### config.mk
export PLATFORM = sky130hd
export DESIGN_NAME = change_dispenser
export DESIGN_NICKNAME = d
export VERILOG_FILES = /design/src/rtl/vm_pkg.sv /design/src/rtl/coin_selector.sv /design/src/rtl/change_dispenser.sv
export SDC_FILE = /design/constraint.sdc
export NUM_CORES = 1
export LEC_CHECK = 0
export BUFFER_PORTS_ARGS = -buffer_cell sky130_fd_sc_hd__buf_2
export CORE_MARGIN = 8
export CORE_UTILIZATION = 50
export CTS_CLUSTER_SIZE = 40
export DETAILED_ROUTE_END_ITERATION = 7
export PLACE_DENSITY = 0.83
export SYNTH_ARGS = -nofsm -noshare
export SYNTH_HDL_FRONTEND = slang
export SYNTH_SLANG_ARGS = --single-unit
export TNS_END_PERCENT = 30
### constraint.sdc
create_clock -name clk -period 5.14 [get_ports clk]
set_input_delay 0 -clock clk [delete_from_list [all_inputs] [get_ports clk]]
set_output_delay 0 -clock clk [all_outputs]
set_load 0.01 [all_outputs]
### src/rtl/vm_pkg.sv
// Shared definitions for the ticket vending machine payout path:
// coin codes, coin values, ticket limit and dispenser state encoding.
package vm_pkg;

  localparam logic [1:0] COIN_NONE = 2'd0;
  localparam logic [1:0] COIN_5    = 2'd1;
  localparam logic [1:0] COIN_10   = 2'd2;
  localparam logic [1:0] COIN_50   = 2'd3;

  localparam int VAL_5  = 5;
  localparam int VAL_10 = 10;
  localparam int VAL_50 = 50;

  localparam int MAX_TKT = 5;

  typedef enum logic [1:0] {
    S_IDLE,
    S_TICKET,
    S_COIN,
    S_DONE
  } state_e;

endpackage

### src/rtl/coin_selector.sv
// Greedy coin choice for an amount: 50, else 10, else 5, else none.
// Ports: amount in; coin_type (code) and coin_value (units) out.
module coin_selector
  import vm_pkg::*;
#(
  parameter int AMT_W = 7
) (
  input  logic [AMT_W-1:0] amount,
  output logic [1:0]       coin_type,
  output logic [AMT_W-1:0] coin_value
);

  always_comb begin
    coin_type  = COIN_NONE;
    coin_value = '0;
    priority case (1'b1)
      (amount >= AMT_W'(VAL_50)): begin
        coin_type  = COIN_50;
        coin_value = AMT_W'(VAL_50);
      end
      (amount >= AMT_W'(VAL_10)): begin
        coin_type  = COIN_10;
        coin_value = AMT_W'(VAL_10);
      end
      (amount >= AMT_W'(VAL_5)): begin
        coin_type  = COIN_5;
        coin_value = AMT_W'(VAL_5);
      end
      default: begin
        coin_type  = COIN_NONE;
        coin_value = '0;
      end
    endcase
  end

endmodule

### src/rtl/change_dispenser.sv
// Payout FSM: issues tickets as pulses, then change as 50/10/5 coins
// over a valid/ack handshake. Ports: req_* in, ticket/coin/done/err out.
module change_dispenser
  import vm_pkg::*;
#(
  parameter int AMT_W   = 7,
  parameter int TKT_W   = 3,
  parameter int MAX_TKT = vm_pkg::MAX_TKT
) (
  input  logic             clk,
  input  logic             reset,
  input  logic             req_valid,
  output logic             req_ready,
  input  logic [AMT_W-1:0] change_in,
  input  logic [TKT_W-1:0] tickets_in,
  output logic             ticket_pulse,
  output logic             coin_valid,
  output logic [1:0]       coin_type,
  input  logic             coin_ack,
  output logic [AMT_W-1:0] remaining,
  output logic             done,
  output logic             err_odd
);

  state_e           state_q, state_d;
  logic [TKT_W-1:0] tkt_cnt_q, tkt_cnt_d;
  logic [AMT_W-1:0] remaining_q, remaining_d;
  logic [AMT_W-1:0] coin_val_q, coin_val_d;
  logic [1:0]       coin_type_q, coin_type_d;
  logic             coin_valid_q, coin_valid_d;
  logic             ticket_pulse_q, ticket_pulse_d;
  logic             done_q, done_d;
  logic             err_odd_q, err_odd_d;
  logic             req_ready_q, req_ready_d;

  logic [TKT_W-1:0] tkt_sat;
  logic [AMT_W-1:0] rem_new;
  logic [AMT_W-1:0] sel_in;
  logic [1:0]       sel_type;
  logic [AMT_W-1:0] sel_val;
  logic             go_coin;

  assign tkt_sat = (tickets_in > TKT_W'(MAX_TKT)) ?
                   TKT_W'(MAX_TKT) : tickets_in;

  // Selector never picks a coin larger than remaining, so no underflow.
  assign rem_new = remaining_q - coin_val_q;

  // One selector serves every entry into a coin: the fresh request,
  // the leftover after tickets, or the leftover after an acked coin.
  always_comb begin
    sel_in = remaining_q;
    unique case (state_q)
      S_IDLE:  sel_in = change_in;
      S_COIN:  sel_in = rem_new;
      default: sel_in = remaining_q;
    endcase
  end

  coin_selector #(.AMT_W(AMT_W)) u_sel (
    .amount     (sel_in),
    .coin_type  (sel_type),
    .coin_value (sel_val)
  );

  assign go_coin = (sel_type != COIN_NONE);

  always_comb begin
    state_d        = state_q;
    tkt_cnt_d      = tkt_cnt_q;
    remaining_d    = remaining_q;
    err_odd_d      = err_odd_q;
    ticket_pulse_d = 1'b0;
    coin_valid_d   = 1'b0;
    coin_type_d    = COIN_NONE;
    coin_val_d     = '0;
    done_d         = 1'b0;
    unique case (state_q)
      S_IDLE: begin
        if (req_valid && req_ready_q) begin
          remaining_d = change_in;
          err_odd_d   = 1'b0;
          tkt_cnt_d   = tkt_sat;
          if (tkt_sat != '0) begin
            state_d        = S_TICKET;
            ticket_pulse_d = 1'b1;
          end else if (go_coin) begin
            state_d      = S_COIN;
            coin_valid_d = 1'b1;
            coin_type_d  = sel_type;
            coin_val_d   = sel_val;
          end else begin
            state_d   = S_DONE;
            done_d    = 1'b1;
            err_odd_d = (change_in != '0);
          end
        end
      end
      S_TICKET: begin
        tkt_cnt_d = tkt_cnt_q - TKT_W'(1);
        if (tkt_cnt_q > TKT_W'(1)) begin
          ticket_pulse_d = 1'b1;
        end else if (go_coin) begin
          state_d      = S_COIN;
          coin_valid_d = 1'b1;
          coin_type_d  = sel_type;
          coin_val_d   = sel_val;
        end else begin
          state_d   = S_DONE;
          done_d    = 1'b1;
          err_odd_d = (remaining_q != '0);
        end
      end
      S_COIN: begin
        if (coin_ack) begin
          remaining_d = rem_new;
          if (go_coin) begin
            coin_valid_d = 1'b1;
            coin_type_d  = sel_type;
            coin_val_d   = sel_val;
          end else begin
            state_d   = S_DONE;
            done_d    = 1'b1;
            err_odd_d = (rem_new != '0);
          end
        end else begin
          coin_valid_d = 1'b1;
          coin_type_d  = coin_type_q;
          coin_val_d   = coin_val_q;
        end
      end
      S_DONE: begin
        state_d = S_IDLE;
      end
      default: begin
        state_d = S_IDLE;
      end
    endcase
    req_ready_d = (state_d == S_IDLE);
  end

  always_ff @(posedge clk) begin
    if (reset) begin
      state_q        <= S_IDLE;
      tkt_cnt_q      <= '0;
      remaining_q    <= '0;
      coin_val_q     <= '0;
      coin_type_q    <= COIN_NONE;
      coin_valid_q   <= 1'b0;
      ticket_pulse_q <= 1'b0;
      done_q         <= 1'b0;
      err_odd_q      <= 1'b0;
      req_ready_q    <= 1'b1;
    end else begin
      state_q        <= state_d;
      tkt_cnt_q      <= tkt_cnt_d;
      remaining_q    <= remaining_d;
      coin_val_q     <= coin_val_d;
      coin_type_q    <= coin_type_d;
      coin_valid_q   <= coin_valid_d;
      ticket_pulse_q <= ticket_pulse_d;
      done_q         <= done_d;
      err_odd_q      <= err_odd_d;
      req_ready_q    <= req_ready_d;
    end
  end

  assign req_ready    = req_ready_q;
  assign ticket_pulse = ticket_pulse_q;
  assign coin_valid   = coin_valid_q;
  assign coin_type    = coin_type_q;
  assign remaining    = remaining_q;
  assign done         = done_q;
  assign err_odd      = err_odd_q;

endmodule

==> impl_metrics.yaml <==
outcome:
  status: "complete, no violations"
logic_synthesis:
  ys_seq_area_share_pct: 24.4
  synth_cell_type_count: 58
  ys.flop_type: "dfxtp_1"
  syn-instance-count: 224
  ys_seq_elements: 22
  netlist_area_um2: 1810
  syn_avg_cell_area_um2: 8.07
  synth_fp_nets: 251
  synth_edf_count: 0
  ys_warn_count: 0
  async_flop_share_pct: 0
sta:
  fin_skew_ns: 0.00874
  whs_ns: 0.0374
  rsz0062_at_grt: "false"
  drv_slew: 0
  finalCriticalPeriod_ns: 3.20
  worst_slew_pin_slew_ns: 1.02
  final_hold_viol_count: 0
  max_slew_margin_pct: 32.3
  setup_viol: 0
  tns_ns: 0
  fmax_ghz: 0.313
  fin_crit_sh_pct: 62.2
global_route:
  gr-total-overflow: 0
  grt_max_degree: 32
  grt_pass1_wl_um: 7900
  track_usage_pct: 15.9
  antenna_found_initial: 0
  grt_pass1_vias: 1683
worst_setup_path:
  worstSetupEndpointType: "register"
  critPathLaunch: "state_q[0]$_SDFF_PP0_"
  worstReg2RegStart: "state_q[0]$_SDFF_PP0_"
  criticalPathCategory: "register to register"
  critPathRequiredTime_ns: 5.36
  worstPathArrival_ns: 3.41
  startpoint_type: "register"
  cp_max_fo: 31
layout:
  final_nets: 277
  num_antenna_cells: 0
  area_growth_pct: 12.5
  layout-drive-gt1-share_pct: 17.3
detailed_routing:
  drt-pass1-iter-count: 4
  vias: 1739
  drcViolationCount: 0
  routedWlPerCell_um: 15.5
  drt_iter0_drc: 156
  routed_via_density: 5.86
  ant_nets: 0
  drt_wl_total_um: 4600
clock_network:
  worstSkewPairLatency_ns: 0.32
  cts_root_buffer: "clkbuf_4"
  cts.sinks: 22
  ctsLongestPathBuffers: 2
  cts.htree.levels: 1
  cts_resized: 0
  cts_buffers: 3
  clk_pin_slew_worst_paths_ns: 0.14
  cts_setup_buffers: 0
  holdBufCountCts: 5
  cts_tree: "built"
place:
  numPortBuffers: 27
  dp_hpwl_um: 3460
  gp_congestion: 0.944
floorplan:
  core_um2: 3580
  die_x_um: 76.1
  rows: 22
  start_util_pct: 50.5
  die-area_um2: 5800
  io_pins: 28
  die_y_um: 76.1
power:
  p_leak_nw: 0.850
  vdd_drop_max_mv: 0.443
  p_per_area_nw_per_um2: 652
hold_path:
  min_from: "change_in[1]"
  hold_class: "input pin to register"
job:
  cap_viol_max_count: 0
-- synthesized netlist by cell type (3+ instances only) --
master    count  area [um^2]
nand2_1      18         67.6
a211oi_1      3         22.5
inv_1        14         52.6
nor2_1       20         75.1
a21oi_1      18         90.1
ha_1         12          150
and2_1        8         50.1
a21o_1        5         37.5
o21ai_0       7         35.0
nand2b_1     14         87.6
nor2b_1       3         18.8
mux2i_1       3         30.0
a311oi_1      5         43.8
dfxtp_1      22          440
o21bai_1      3         22.5
buf_4         3         22.5
o21ai_1       3         15.0
nor3_1        3         15.0
clkbuf_1      6         22.5
-- cell usage in the layout (no fill, tap or decap), types with 3 or more instances in the layout --
| cell | synthesis | layout |
|---|---|---|
| a21oi_1 | 18 | 18 |
| mux2i_1 | 3 | 3 |
| dfxtp_1 | 22 | 22 |
| o21ai_1 | 3 | 3 |
| buf_2 | 2 | 27 |
| and2_1 | 8 | 8 |
| nand2_1 | 18 | 18 |
| nor2_1 | 20 | 20 |
| nand2b_1 | 14 | 14 |
| a211oi_1 | 3 | 3 |
| ha_1 | 12 | 12 |
| dlygate4sd3_1 | 0 | 5 |
| o21bai_1 | 3 | 3 |
| o21ai_0 | 7 | 7 |
| a311oi_1 | 5 | 5 |
| nor2b_1 | 3 | 3 |
| clkbuf_4 | 0 | 3 |
| inv_1 | 14 | 14 |
| a21o_1 | 5 | 5 |
| nor3_1 | 3 | 3 |
-- cell families (layout without fill, tap and decap cells) --
kind of cell | Yosys count | after routing | share of synthesized area, %
mux | 6 | 6 | 3.74
compound gates | 70 | 70 | 28.3
flops | 22 | 22 | 24.4
xor+xnor | 2 | 2 | 0.969
buf+inv | 25 | 50 | 5.95
simple gates | 86 | 86 | 27.3
fa+ha+maj | 13 | 13 | 9.41
-- flip-flops by register name, summed over array words and instances, names as in the netlist --
register,cells
coin_type,1
ticket_pulse,1
coin_val_q,4
coin_valid,1
state_q,2
err_odd,1
req_ready,1
tkt_cnt_q,3
done,1
remaining,7
-- per-stage QoR --
stage	setup WS [ns]	power, mW	instances	instance area [um^2]	utilization (%)
floorplan	2.51	1.02	224	1810	-
global placement	2.12	1.19	288	1950	54.4
detailed placement	2.01	1.21	288	1950	54.4
CTS	1.98	1.32	297	2030	56.9
global route	1.64	1.45	297	2030	56.9
finish	1.94	1.33	297	2030	56.9
-- worst paths after layout --
| path | endpoint | slack [ns] | cells after the start |
|---|---|---|---|
| hold reg to reg | coin_val_q[3]$_SDFFE_PP0N_ | 0.46 | 2 |
| setup / recovery | req_ready$_SDFF_PP1_ | 1.94 | 9 |
| setup reg to reg | req_ready$_SDFF_PP1_ | 1.94 | 9 |
| hold / removal | remaining[1]$_SDFFE_PP0P_ | 0.04 | 3 |
-- layout make-up --
class,instances,area (um^2)
timing repair buffer,32,185
sequential,22,440
clock buffer,4,36.3
fill,330,1540
multi-input combinational,177,1260
tap,48,60.1
inverter,14,52.6
-- where the power goes --
part           leakage, nW  internal [mW]  switching [mW]
logic                0.648          0.392           0.540
clock network       0.0210         0.0433          0.0571
registers            0.181          0.231          0.0622
total                0.850          0.667           0.659
-- layer usage --
layer  GRT usage [%]  vias up  wire, um
li1                -      866         -
met1            19.5      813      2140
met2            26.4       54      2150
met3            3.42        6       257
met4            5.58        0        55
met5               0        -         0
-- worst max-delay path, stage by stage (launching register included) --
cell       delay, ns
dfxtp_1         0.38
inv_1           0.13
ha_1            0.83
nor2_1          0.31
a221oi_2        0.36
a41o_1          0.16
o2111ai_1       0.15
nor4b_4         0.48
o221a_1         0.24
o21bai_1        0.06
Note: power is estimated with default switching activity, not from simulation.
